[src/rtl/uart_pkg.sv]
// uart_pkg: shared byte width, grant-source codes and arbiter FSM states
package uart_pkg;
   localparam int DATA_W = 8;
   localparam logic SRC_BTN = 1'b0;
   localparam logic SRC_ECHO = 1'b1;
   typedef enum logic [1:0] {IDLE, LAUNCH, WAIT_BUSY, WAIT_DONE} state_t;
endpackage

[src/rtl/sync_fifo.sv]
// sync_fifo: single-clock FIFO; a push while full is taken only alongside a pop
module sync_fifo #(
   parameter int W = 8,
   parameter int DEPTH = 4,
   localparam int AW = $clog2(DEPTH),
   localparam int CW = AW + 1
) (
   input  logic clk,
   input  logic reset,
   input  logic push_i,
   input  logic [W-1:0] din_i,
   input  logic pop_i,
   output logic [W-1:0] dout_o,
   output logic full_o,
   output logic empty_o,
   output logic [CW-1:0] count_o
);
   logic [W-1:0] mem_q [DEPTH];
   logic [AW-1:0] wr_q, rd_q;
   logic [CW-1:0] cnt_q;
   logic do_push, do_pop;
   assign full_o = cnt_q == CW'(DEPTH);
   assign empty_o = cnt_q == '0;
   assign do_pop = pop_i && !empty_o;
   assign do_push = push_i && (!full_o || do_pop);
   assign dout_o = mem_q[rd_q];
   assign count_o = cnt_q;
   always_ff @(posedge clk) begin
      if (reset) begin
         wr_q <= '0;
         rd_q <= '0;
         cnt_q <= '0;
      end else begin
         wr_q <= wr_q + AW'(do_push);
         rd_q <= rd_q + AW'(do_pop);
         cnt_q <= cnt_q + CW'(do_push) - CW'(do_pop);
      end
   end
   always_ff @(posedge clk) begin
      if (do_push) mem_q[wr_q] <= din_i;
   end
endmodule

[src/rtl/uart_tx_arbiter.sv]
// uart_tx_arbiter: round-robin sharing of one UART transmitter between button sends and RX echo
module uart_tx_arbiter #(
   parameter int DATA_W = uart_pkg::DATA_W,
   parameter int FIFO_DEPTH = 4,
   parameter int START_TIMEOUT = 16
) (
   input  logic clk,
   input  logic reset,
   input  logic btn_valid,
   input  logic [DATA_W-1:0] btn_data,
   output logic btn_ready,
   input  logic rx_valid,
   input  logic [DATA_W-1:0] rx_data,
   input  logic rx_parity_err,
   input  logic tx_busy,
   output logic tx_start,
   output logic [DATA_W-1:0] tx_byte,
   output logic grant_src,
   output logic [$clog2(FIFO_DEPTH):0] echo_count,
   output logic echo_overflow,
   output logic tx_timeout
);
   import uart_pkg::*;
   localparam int TW = $clog2(START_TIMEOUT + 1);
   state_t state_q, state_d;
   logic [DATA_W-1:0] byte_q, byte_d, btn_dat_q, btn_dat_d, fifo_dout;
   logic src_q, src_d, last_q, last_d, btn_vld_q, btn_vld_d;
   logic ovf_q, ovf_d, tmo_q, tmo_d;
   logic [TW-1:0] cnt_q, cnt_d;
   logic push, pop, sel, full, empty;
   assign push = rx_valid && !rx_parity_err;
   sync_fifo #(.W(DATA_W), .DEPTH(FIFO_DEPTH)) u_echo_fifo (
      .clk(clk),
      .reset(reset),
      .push_i(push),
      .din_i(rx_data),
      .pop_i(pop),
      .dout_o(fifo_dout),
      .full_o(full),
      .empty_o(empty),
      .count_o(echo_count)
   );
   assign btn_ready = !btn_vld_q;
   assign tx_start = state_q == LAUNCH;
   assign tx_byte = byte_q;
   assign grant_src = src_q;
   assign echo_overflow = ovf_q;
   assign tx_timeout = tmo_q;
   always_ff @(posedge clk) begin
      if (reset) begin
         state_q <= IDLE;
         byte_q <= '0;
         src_q <= SRC_BTN;
         last_q <= SRC_ECHO;
         btn_vld_q <= 1'b0;
         btn_dat_q <= '0;
         cnt_q <= '0;
         ovf_q <= 1'b0;
         tmo_q <= 1'b0;
      end else begin
         state_q <= state_d;
         byte_q <= byte_d;
         src_q <= src_d;
         last_q <= last_d;
         btn_vld_q <= btn_vld_d;
         btn_dat_q <= btn_dat_d;
         cnt_q <= cnt_d;
         ovf_q <= ovf_d;
         tmo_q <= tmo_d;
      end
   end
   // On a tie the source that did not win last time is chosen (1 = echo)
   always_comb begin
      state_d = state_q;
      byte_d = byte_q;
      src_d = src_q;
      last_d = last_q;
      cnt_d = cnt_q;
      tmo_d = tmo_q;
      pop = 1'b0;
      btn_vld_d = btn_vld_q || btn_valid;
      btn_dat_d = (btn_valid && !btn_vld_q) ? btn_data : btn_dat_q;
      sel = (btn_vld_q && !empty) ? (last_q == SRC_BTN) : !empty;
      case (state_q)
         IDLE: begin
            if (btn_vld_q || !empty) begin
               byte_d = sel ? fifo_dout : btn_dat_q;
               pop = sel;
               btn_vld_d = btn_vld_d && sel;
               src_d = sel;
               last_d = sel;
               state_d = LAUNCH;
            end
         end
         LAUNCH: begin
            cnt_d = '0;
            state_d = WAIT_BUSY;
         end
         WAIT_BUSY: begin
            if (tx_busy) state_d = WAIT_DONE;
            else if (cnt_q == TW'(START_TIMEOUT - 1)) begin
               state_d = IDLE;
               tmo_d = 1'b1;
            end else cnt_d = cnt_q + 1'b1;
         end
         WAIT_DONE: state_d = tx_busy ? WAIT_DONE : IDLE;
         default: state_d = IDLE;
      endcase
      ovf_d = ovf_q || (push && full && !pop);
   end
endmodule
[config.mk]
export PLATFORM = sky130hd
export DESIGN_NAME = uart_tx_arbiter
export DESIGN_NICKNAME = d
export VERILOG_FILES = /design/src/rtl/uart_pkg.sv /design/src/rtl/sync_fifo.sv /design/src/rtl/uart_tx_arbiter.sv
export SDC_FILE = /design/constraint.sdc
export NUM_CORES = 1
export LEC_CHECK = 0
export CORE_MARGIN = 3
export CORE_UTILIZATION = 49
export CTS_CLUSTER_DIAMETER = 200
export DETAILED_ROUTE_END_ITERATION = 10
export PLACE_DENSITY = 0.75
export SETUP_SLACK_MARGIN = 0.4
export SYNTH_ARGS = -nofsm -noshare
export SYNTH_HDL_FRONTEND = slang
export SYNTH_SLANG_ARGS = --single-unit
[constraint.sdc]
create_clock -name clk -period 2.1 [get_ports clk]
set_clock_uncertainty 0.05 [all_clocks]
set_input_delay 0.525 -clock clk [delete_from_list [all_inputs] [get_ports clk]]
set_output_delay 0.525 -clock clk [all_outputs]
set_load 0.1 [all_outputs]
==> results.tsv, run 1 <==
stage	metric	value	unit
run_status	status	completed	
floorplanning	die_x	81.0	µm
grt	grt_pass1_wl	9.29	mm
yosys	synth_fa_ha_area_share	2.54	%
place	place_area	0.00340	mm²
detailed_routing	drt-initial-drc-count	115	
yosys	ys.flop_type	dfxtp_1	
worst_hold_path	min_to	cnt_q[4]$_SDFFE_PP0P_	
pwr	max-vdd-ir-drop	0.768	mV
sta	period_share	94.7	%
layout	fillers	351	
setup_path	rrSetupSlack	0.11	ns
sta	max_freq	503	MHz
sta	hold_viol	0	
floorplanning	floorplan.die.height	81.0	µm
place	place_ws	-0.225	ns
worst_hold_path	min_path_type	reg -> reg	
clock_tree	cts_root_buffer	clkbuf_8	
layout	area_delta_synth_final	42.1	%
floorplanning	rows	26	
yosys	synth_edf_count	32	
worst_hold_path	min_from	cnt_q[4]$_SDFFE_PP0P_	
floorplanning	dieArea	0.00656	mm²
sta	setup_viol	0	
yosys	synth_nets	231	
grt	antenna_found_initial	0	
pwr	p_per_area	1330	mW/mm²
setup_path	cp_max_fo	4	
layout	n_antenna_cell	0	
clock_tree	clock_path_buffers	2	
place	port_buffers	37	
setup_path	arrival	2.17	ns
sta	slew_viol_final	0	
clock_tree	clock-sinks	67	
sta	setup_ws	0.110	ns
floorplanning	coreArea	0.00527	mm²
detailed_routing	via_per_inst	5.48	
sta	worst_hold_slack	0.419	ns
grt	gr-usage-all-layers	19.2	%
grt	grt_max_degree	29	
yosys	synth.area.mux_share	11.2	%
setup_path	start_kind	flop	
setup_path	worstReg2RegStart	btn_vld_q$_SDFF_PP0_	
setup_path	critPathRequiredTime	2.28	ns
sta	grt_setup_unrepaired	yes	
grt	grt_pass1_vias	1961	
yosys	synth_top_family_by_area	simple AND/OR/NAND/NOR gates	
detailed_routing	dr.pass1.iters	4	
clock_tree	h-tree-depth	3	
yosys	synth-simple-area-share	13.7	%
yosys	synth_cell_type_count	42	
detailed_routing	drc	0	
detailed_routing	antenna_left	0	
pwr	p_leak	1.48	nW
floorplanning	ios	38	
clock_tree	clk_pin_slew_worst_paths	0.07	ns
yosys	ys_seq_elements	67	
sta	post-route-min-period	1.99	ns
setup_path	reg2reg_depth	6	
place	place_congestion	0.724	
yosys	synthArstFlopShare	0	%
worst_hold_path	min_path_cells	2	
yosys	ys_warn_count	0	
place	dp_hpwl	3.64	mm
yosys	synth_compound_area_share	8.31	%
sta	worst_pin_slew	0.741	ns
setup_path	r2r_end	u_echo_fifo.count_o[1]$_SDFF_PP0_	
sta	slew_headroom	50.1	%
layout	drive_above_1_share	41.8	%
floorplanning	start_util	52.3	%
yosys	synth_xor_area_share	0.954	%
grt	grt_overflow	0	
yosys	syn_area_per_cell	13.5	µm²
detailed_routing	routedWlPerCell	16.5	µm
clock_tree	clk_latency	0.34	ns
layout	nets	307	
detailed_routing	wl	5.86	mm
layout	stdcell_area	0.00391	mm²
setup_path	worst_setup_path_end_kind	flop	
setup_path	path_class	reg -> reg	
detailed_routing	vias	1946	
yosys	yosysSeqAreaShare	60.3	%
yosys	syn_inst	204	
yosys	netlist_area	0.00275	mm²
clock_tree	cts-buffers-inserted	9	
clock_tree	cts_tree	built	
flow_run	drv_cap	0	
[synthesized netlist by cell type (all sizes together) (4+ instances only)]
cell / number / area share (%)
a21oi: 8 / 1.5
a221o: 8 / 2.9
and4: 8 / 2.9
buf: 4 / 0.86
clkbuf: 6 / 0.86
dfxtp: 35 / 25
edfxtp: 32 / 35
ha: 4 / 1.8
inv: 9 / 1.2
mux2i: 9 / 3.3
mux4: 8 / 7.5
nand2: 5 / 0.68
nand3: 6 / 1.1
nor2: 16 / 2.2
nor2b: 6 / 1.4
o21ai: 5 / 0.91
or3: 5 / 1.3
[repair_timing]
action	in CTS	in global routing
buffers inserted	17	3
gates cloned	0	0
hold buffers	0	0
pin swaps	11	9
setup endpoints to repair	49	52
gates resized for setup	35	14
[registers in the layout, indices dropped and copies added, names as in the netlist]
register / count
u_echo_fifo.mem_q: 32
btn_vld_q: 1
u_echo_fifo.count_o: 3
btn_dat_q: 8
u_echo_fifo.wr_q: 2
state_q: 2
tx_timeout: 1
cnt_q: 5
grant_src: 1
echo_overflow: 1
last_q: 1
tx_byte: 8
u_echo_fifo.rd_q: 2
[layer usage]
layer / track usage, % / part of all wire (%)
met1: 23.2 / 43
met3: 4.55 / 4.6
met4: 10.1 / 1.8
met2: 31.7 / 50
met5: 0 / 0
[layout by cell type, fill, tap and decap left out, types with 6 or more instances in the layout]
cell             count
edfxtp_1            32
buf_6                8
mux2i_1              9
nand3_1              6
clkbuf_8             9
a21oi_1              8
dfxtp_1             26
nor2_1              16
buf_12               6
buf_4               40
clkdlybuf4s50_1     19
a221o_1              8
and4_4               6
[critical path: stages (launching register included)]
cell     delay (ns)
dfxtp_2        0.35
a211o_1        0.31
or3_4          0.42
nand2_4        0.09
ha_4           0.12
fa_2           0.42
nor2b_1        0.13
[how the worst max path moves through the flow]
stage / startpoint / endpoint / slack, ns
floorplan: u_echo_fifo.count_o[2]$_SDFF_PP0_ / u_echo_fifo.count_o[2]$_SDFF_PP0_ / -0.04
detailed placement: rx_valid / u_echo_fifo.count_o[1]$_SDFF_PP0_ / -0.22
global placement: rx_valid / u_echo_fifo.count_o[1]$_SDFF_PP0_ / -0.22
global route: btn_vld_q$_SDFF_PP0_ / u_echo_fifo.count_o[2]$_SDFF_PP0_ / 0.05
CTS: cnt_q[0]$_SDFFE_PP0P_ / cnt_q[2]$_SDFFE_PP0P_ / 0.08
finish: btn_vld_q$_SDFF_PP0_ / u_echo_fifo.count_o[1]$_SDFF_PP0_ / 0.11
[cell families after synthesis]
kind of cell	count (synthesis)
compound gates	29
xor+xnor	3
fa+ha+maj	5
buf+inv	19
flops	67
mux	18
simple gates	63
[stage by stage]
step	total power [W]	cells	utilization (%)	setup TNS, ns
2_1_floorplan	0.00323	204	-	-0.0444
5_1_grt	0.00542	355	74.2	0
3_3_place_gp	0.00375	319	64.5	-4.55
6_report	0.00520	355	74.2	0
4_1_cts	0.00510	352	73.0	0
3_5_place_dp	0.00379	319	64.5	-5.14
[cell type report]
cell class | instances | area, µm² | area share [%]
Sequential cell | 67 | 1680 | 43.0
Multi-Input combinational cell | 118 | 1180 | 30.2
Timing Repair Buffer | 75 | 718 | 18.4
Clock buffer | 9 | 124 | 3.17
Tap cell | 70 | 87.6 | 2.24
Clock inverter | 7 | 77.6 | 1.98
Inverter | 9 | 41.3 | 1.06
[report_power, final]
| part | internal, W | switching, W |
|---|---|---|
| Sequential | 0.00156 | 0.000175 |
| Clock | 0.000556 | 0.000513 |
| Combinational | 0.000970 | 0.00142 |
No activity file was read; power rests on OpenSTA's default activity.
==> run 2, diff against run 1 <==
--- a/config.mk
+++ b/config.mk
@@ -6,10 +6,10 @@
 export NUM_CORES = 1
 export LEC_CHECK = 0
 export CORE_MARGIN = 3
-export CORE_UTILIZATION = 49
+export CORE_UTILIZATION = 45
 export CTS_CLUSTER_DIAMETER = 200
 export DETAILED_ROUTE_END_ITERATION = 10
-export PLACE_DENSITY = 0.75
+export PLACE_DENSITY = 0.68
 export SETUP_SLACK_MARGIN = 0.4
 export SYNTH_ARGS = -nofsm -noshare
 export SYNTH_HDL_FRONTEND = slang
==> constraint.sdc (replaced) <==
create_clock -name clk -period 2.4 [get_ports clk]
set_clock_uncertainty 0.05 [all_clocks]
set_input_delay 0.6 -clock clk [delete_from_list [all_inputs] [get_ports clk]]
set_output_delay 0.6 -clock clk [all_outputs]
set_load 0.1 [all_outputs]
==> run 2 against run 1 <==
Effect of this change: global-route usage is 3.7 points lower; cell area is 7.1% lower; maximum frequency is 0.56% lower; register-to-register slack better by 0.29 ns; critical path depth stayed put; final cell count is 3.9% lower; hold slack better by 0.0073 ns; combinational power is 31% lower; die area is 8.2% higher; non-clock buffer count is 16 lower; sequential power is 12% lower; critical path type unchanged.
==> results.tsv, run 2 (synthesis results as in run 1) <==
stage	metric	value	unit
grt	grt_overflow	0	
flow_run	drv_cap	0	
pwr	p_leak	1.36	nW
floorplanning	start_util	48.2	%
sta	slew_headroom	62.5	%
setup_path	critPathSlowestCell	fa_2	
grt	grt_pass1_vias	1703	
setup_path	path_delay_family	simple AND/OR/NAND/NOR gates	
grt	antenna_found_initial	0	
place	port_buffers	37	
clock_tree	clock-sinks	67	
setup_path	worstPathCellList	a211o_1 -> or3_4 -> nand2_2 -> ha_2 -> fa_2 -> nor2b_1	
detailed_routing	routedWlPerCell	15.4	µm
grt	grt_max_degree	14	
pwr	max-vdd-ir-drop	0.843	mV
setup_path	max_stage_delay	0.42	ns
pwr	p_per_area	1160	mW/mm²
setup_path	worst_setup_path_end_kind	flop	
layout	drive_above_1_share	34.2	%
clock_tree	cts-buffers-inserted	9	
detailed_routing	drt-initial-drc-count	87	
detailed_routing	dr.pass1.iters	4	
sta	hold_viol	0	
sta	setup_tns	0	ns
layout	n_antenna_cell	0	
grt	gr-usage-all-layers	15.4	%
detailed_routing	antenna_left	0	
clock_tree	cts_root_buffer	clkbuf_8	
setup_path	path_buf_inv	0	
setup_path	arrival	2.19	ns
worst_hold_path	min_to	tx_timeout$_SDFFE_PP0P_	
floorplanning	coreArea	0.00571	mm²
worst_hold_path	min_path_cells	2	
sta	worst_pin_slew	0.563	ns
layout	final_cell_mix	buf_4, edfxtp_1, dfxtp_1	
clock_tree	cts_hold_buffers	0	
setup_path	critPathRequiredTime	2.59	ns
layout	final_cell_count_no_fill	341	
detailed_routing	via_per_inst	5.31	
setup_path	path_class	reg -> reg	
clock_tree	cts_tree	built	
worst_hold_path	min_from	tx_timeout$_SDFFE_PP0P_	
layout	largest_reg_flops	32	
sta	slew_viol_final	0	
clock_tree	h-tree-depth	3	
setup_path	reg2reg_depth	6	
setup_path	cp_max_fo	6	
floorplanning	ios	38	
clock_tree	clk_pin_slew_worst_paths	0.07	ns
place	dpl.cell_count	317	
detailed_routing	wl	5.25	mm
sta	max_freq	500	MHz
floorplanning	die_x	84.2	µm
detailed_routing	vias	1812	
setup_path	r2r_end	u_echo_fifo.count_o[1]$_SDFF_PP0_	
place	dp_hpwl	3.54	mm
place	place_congestion	0.729	
layout	area_delta_synth_final	32.0	%
sta	worst_hold_slack	0.426	ns
floorplanning	rows	27	
floorplanning	floorplan.die.height	84.2	µm
layout	stdcell_area	0.00364	mm²
run_status	status	completed	
grt	grt_pass1_wl	8.40	mm
setup_path	rrSetupSlack	0.40	ns
layout	fin_util	63.7	%
sta	post-route-min-period	2.00	ns
clock_tree	clk_latency	0.34	ns
sta	grt_setup_unrepaired	yes	
place	place_area	0.00330	mm²
layout	regMostFlops	u_echo_fifo.mem_q	
layout	layout_commonest_cell	buf_4	
sta	period_share	83.4	%
worst_hold_path	min_path_type	reg -> reg	
setup_path	start_kind	flop	
sta	setup_viol	0	
floorplanning	dieArea	0.00709	mm²
setup_path	worstReg2RegStart	state_q[1]$_SDFFE_PP0P_	
clock_tree	clock_path_buffers	2	
detailed_routing	drc	0	
layout	nets	291	
==> run 2: cell types whose count changed in the layout (fill, tap and decap cells not counted), moves of 4 or more <==
cell / change
buf_12: -4
clkinv_4: -4
buf_4: -5
and4_2: +6
buf_6: -8
and4_4: -6
==> run 2: per-layer routing <==
| layer | global-route usage, % | wire length (µm) | vias up |
|---|---|---|---|
| li1 | - | - | 903 |
| met1 | 20.2 | 2490 | 868 |
| met2 | 23.0 | 2390 | 32 |
| met3 | 6.48 | 286 | 9 |
| met4 | 5.70 | 89 | 0 |
| met5 | 0 | 0 | - |
==> run 2: final cells by class <==
type / count / area, µm²
Tap cell: 72 / 90.1
Timing Repair Buffer: 59 / 517
Clock buffer: 9 / 124
Multi-Input combinational cell: 118 / 1090
Fill cell: 465 / 2070
Clock inverter: 7 / 92.6
Inverter: 9 / 33.8
Sequential cell: 67 / 1690
==> run 2: repair_timing <==
| item | CTS | global route |
|---|---|---|
| setup endpoints to repair | 5 | 13 |
| setup buffers | 6 | 2 |
| resized for setup | 12 | 9 |
| pin swaps | 7 | 6 |
==> run 2: tightest hold or removal path, stage by stage, from the launching register on <==
cell	delay, ns
dfxtp_1	0.33
a21oi_1	0.04
nor2_1	0.07
==> run 2: how the worst max path moves through the flow <==
stage               cells past startpoint                              start                           endpoint
finish                                  6            state_q[1]$_SDFFE_PP0P_  u_echo_fifo.count_o[1]$_SDFF_PP0_
global route                            9               btn_vld_q$_SDFF_PP0_  u_echo_fifo.count_o[2]$_SDFF_PP0_
CTS                                     6              cnt_q[1]$_SDFFE_PP0P_              cnt_q[2]$_SDFFE_PP0P_
detailed placement                      7                           rx_valid  u_echo_fifo.count_o[1]$_SDFF_PP0_
global placement                        7                           rx_valid  u_echo_fifo.count_o[1]$_SDFF_PP0_
floorplan                               8  u_echo_fifo.count_o[2]$_SDFF_PP0_  u_echo_fifo.count_o[2]$_SDFF_PP0_
==> run 2: where the power goes <==
group | internal, W | switching, W | total [W]
Clock | 0.000580 | 0.000431 | 0.00101
Sequential | 0.00137 | 0.000160 | 0.00153
Combinational | 0.000568 | 0.00109 | 0.00166
Total | 0.00252 | 0.00168 | 0.00420
==> run 2: metrics by stage <==
step                setup WS, ns  power [W]
floorplan                  0.255    0.00278
global placement          0.0203    0.00314
detailed placement       -0.0197    0.00316
CTS                        0.351    0.00421
global route               0.284    0.00441
finish                     0.399    0.00420
==> run 3, diff against run 2 <==
==> constraint.sdc (replaced) <==
create_clock -name clk -period 2 [get_ports clk]
set_clock_uncertainty 0.05 [all_clocks]
set_input_delay 0.5 -clock clk [delete_from_list [all_inputs] [get_ports clk]]
set_output_delay 0.5 -clock clk [all_outputs]
set_load 0.1 [all_outputs]
==> run 3 against run 2 <==
Effect of this change: combinational power grew 75%; core utilization rose by 10 points; clock-buffer cell count grew 1; sequential power is 22% higher; via count up 6.7%; non-clock buffer count grew 21; die area stayed put; global-route usage is 1.4 points higher; critical path type unchanged; hold slack gained 0.0015 ns; clock power grew 9%; register-to-register slack worse by 0.37 ns; critical endpoint unchanged; largest cell class unchanged.
==> results.tsv, run 3 (synthesis results as in run 1) <==
stage	metric	value	unit
clock_tree	clk_pin_slew_worst_paths	0.07	ns
detailed_routing	dr.pass1.iters	4	
setup_path	startpoint	btn_vld_q$_SDFF_PP0_	
layout	area_delta_synth_final	53.0	%
flow_run	drv_cap	0	
setup_path	worstReg2RegStart	btn_vld_q$_SDFF_PP0_	
clock_tree	clock-sinks	67	
floorplanning	rows	27	
floorplanning	dieArea	0.00709	mm²
place	place_ws	-0.333	ns
pwr	p_seq_share	31.7	%
sta	setup_ws	0.0280	ns
grt	grt_overflow	0	
sta	setup_viol	0	
detailed_routing	wl	5.99	mm
sta	max_freq	507	MHz
floorplanning	start_util	48.2	%
pwr	p_leak	1.54	nW
pwr	swShare	39.1	%
detailed_routing	drc	0	
setup_path	path_buf_inv	0	
pwr	pwr-share-comb	49.5	%
detailed_routing	drt-initial-drc-count	108	
pwr	p_int	0.00358	W
detailed_routing	antenna_left	0	
layout	nets	312	
floorplanning	coreArea	0.00571	mm²
sta	period_share	98.6	%
setup_path	path_delay_family	simple AND/OR/NAND/NOR gates	
detailed_routing	routedWlPerCell	16.5	µm
setup_path	cp_max_fo	4	
setup_path	worst_setup_path_end_kind	flop	
setup_path	reg2reg_depth	6	
layout	layout_commonest_cell	edfxtp_1	
floorplanning	die_x	84.2	µm
place	port_buffers	37	
worst_hold_path	min_path_type	reg -> reg	
layout	regMostFlops	u_echo_fifo.mem_q	
sta	slew_viol_final	0	
setup_path	rrSetupSlack	0.03	ns
clock_tree	cts_tree	built	
grt	grt_max_degree	17	
setup_path	start_kind	flop	
floorplanning	floorplan.die.height	84.2	µm
setup_path	endpoint	u_echo_fifo.count_o[1]$_SDFF_PP0_	
sta	slew_headroom	56.3	%
clock_tree	h-tree-depth	3	
detailed_routing	vias	1934	
sta	post-route-min-period	1.97	ns
clock_tree	cts_root_buffer	clkbuf_8	
pwr	p_sw	0.00230	W
pwr	p_clk_share	18.8	%
setup_path	critPathRequiredTime	2.19	ns
sta	worst_pin_slew	0.649	ns
clock_tree	clk_latency	0.34	ns
clock_tree	clock_path_buffers	2	
place	dp_hpwl	3.74	mm
setup_path	r2r_end	u_echo_fifo.count_o[1]$_SDFF_PP0_	
layout	drive_above_1_share	48.6	%
layout	final_cell_mix	edfxtp_1, dfxtp_1, buf_4	
setup_path	worstPathCellList	a211o_1 -> or3_4 -> nand2_4 -> ha_4 -> fa_2 -> nor2b_1	
sta	grt_setup_unrepaired	yes	
layout	fillers	362	
sta	hold_viol	0	
setup_path	max_stage_delay	0.41	ns
setup_path	path_class	reg -> reg	
floorplanning	ios	38	
setup_path	arrival	2.16	ns
clock_tree	cts-buffers-inserted	9	
setup_path	critPathSlowestCell	or3_4	
pwr	max-vdd-ir-drop	1.02	mV
grt	antenna_found_initial	0	
detailed_routing	via_per_inst	5.34	
place	place_congestion	0.732	
grt	gr-usage-all-layers	16.9	%
pwr	p_per_area	1390	mW/mm²
grt	grt_pass1_vias	1916	
layout	largest_reg_flops	32	
grt	grt_pass1_wl	9.47	mm
run_status	status	completed	
setup_path	path_depth	6	
layout	n_antenna_cell	0	
sta	setup_tns	0	ns
run 3: cell types whose count changed in the layout (fill, tap and decap cells not counted), sizes merged:
| cell | delta |
|---|---|
| buf | +22 |
| clkdlybuf4s50 | -2 |
| dlygate4sd2 | +2 |
| inv | -2 |
| bufinv | -1 |
| clkinv | +1 |
| clkinvlp | +1 |
run 3: timing repair:
item                                    CTS  global route
hold endpoints to repair                  0             0
resized for setup                        38            31
pin swaps                                17            11
endpoints found under the setup margin   53            54
hold buffers                              0             0
setup buffers                             8            10
run 3: tightest hold or removal path: stages, from the launching register on:
cell and delay (ns):
dfxtp_1 0.32, nand3_2 0.06, a21oi_1 0.05
run 3: per-stage QoR:
| stage | hold WS (ns) | instances | power (W) | utilization [%] | cell area, µm² |
|---|---|---|---|---|---|
| floorplan | 0.401 | 204 | 0.00343 | - | 2880 |
| global placement | 0.404 | 328 | 0.00428 | 64.0 | 3650 |
| detailed placement | 0.413 | 328 | 0.00432 | 64.0 | 3650 |
| CTS | 0.431 | 352 | 0.00564 | 70.1 | 4000 |
| global route | 0.450 | 362 | 0.00612 | 73.8 | 4210 |
| finish | 0.428 | 362 | 0.00588 | 73.8 | 4210 |
run 3: routing by layer:
metal	GRT usage [%]	up-vias	share of wire, %
li1	-	936	-
met1	22.6	951	45
met2	25.5	35	50
met3	4.71	12	3.4
met4	7.60	0	1.9
met5	0	-	0
run 3: area by class of cell:
cell class	instances	area, µm²	area share (%)
flip-flops and latches	67	1690	40.1
multi-input cells	118	1230	29.2
repair buffers	80	968	23.0
clock buffers	10	128	3.03
well taps	72	90.1	2.14
clock inverters	6	66.3	1.57
inverters	9	41.3	0.980
run 3: how the worst min path moves through the flow:
stage,start,endpoint,slack (ns),cells past startpoint
3_3_place_gp,btn_dat_q[1]$_SDFFE_PP0P_,tx_byte[1]$_SDFFE_PP0P_,0.40,1
6_report,cnt_q[4]$_SDFFE_PP0P_,cnt_q[4]$_SDFFE_PP0P_,0.43,2
4_1_cts,btn_dat_q[6]$_SDFFE_PP0P_,tx_byte[6]$_SDFFE_PP0P_,0.43,1
2_1_floorplan,btn_dat_q[1]$_SDFFE_PP0P_,tx_byte[1]$_SDFFE_PP0P_,0.40,1
3_5_place_dp,btn_dat_q[6]$_SDFFE_PP0P_,tx_byte[6]$_SDFFE_PP0P_,0.41,1
5_1_grt,cnt_q[4]$_SDFFE_PP0P_,cnt_q[4]$_SDFFE_PP0P_,0.45,2
run 3: power by group through the flow:
stage               clock, W  combinational (W)  sequential (W)
floorplan                  0           0.000949         0.00248
finish               0.00110            0.00291         0.00186
global placement           0            0.00243         0.00185
global route         0.00118            0.00304         0.00189
detailed placement         0            0.00246         0.00186
CTS                  0.00112            0.00268         0.00185
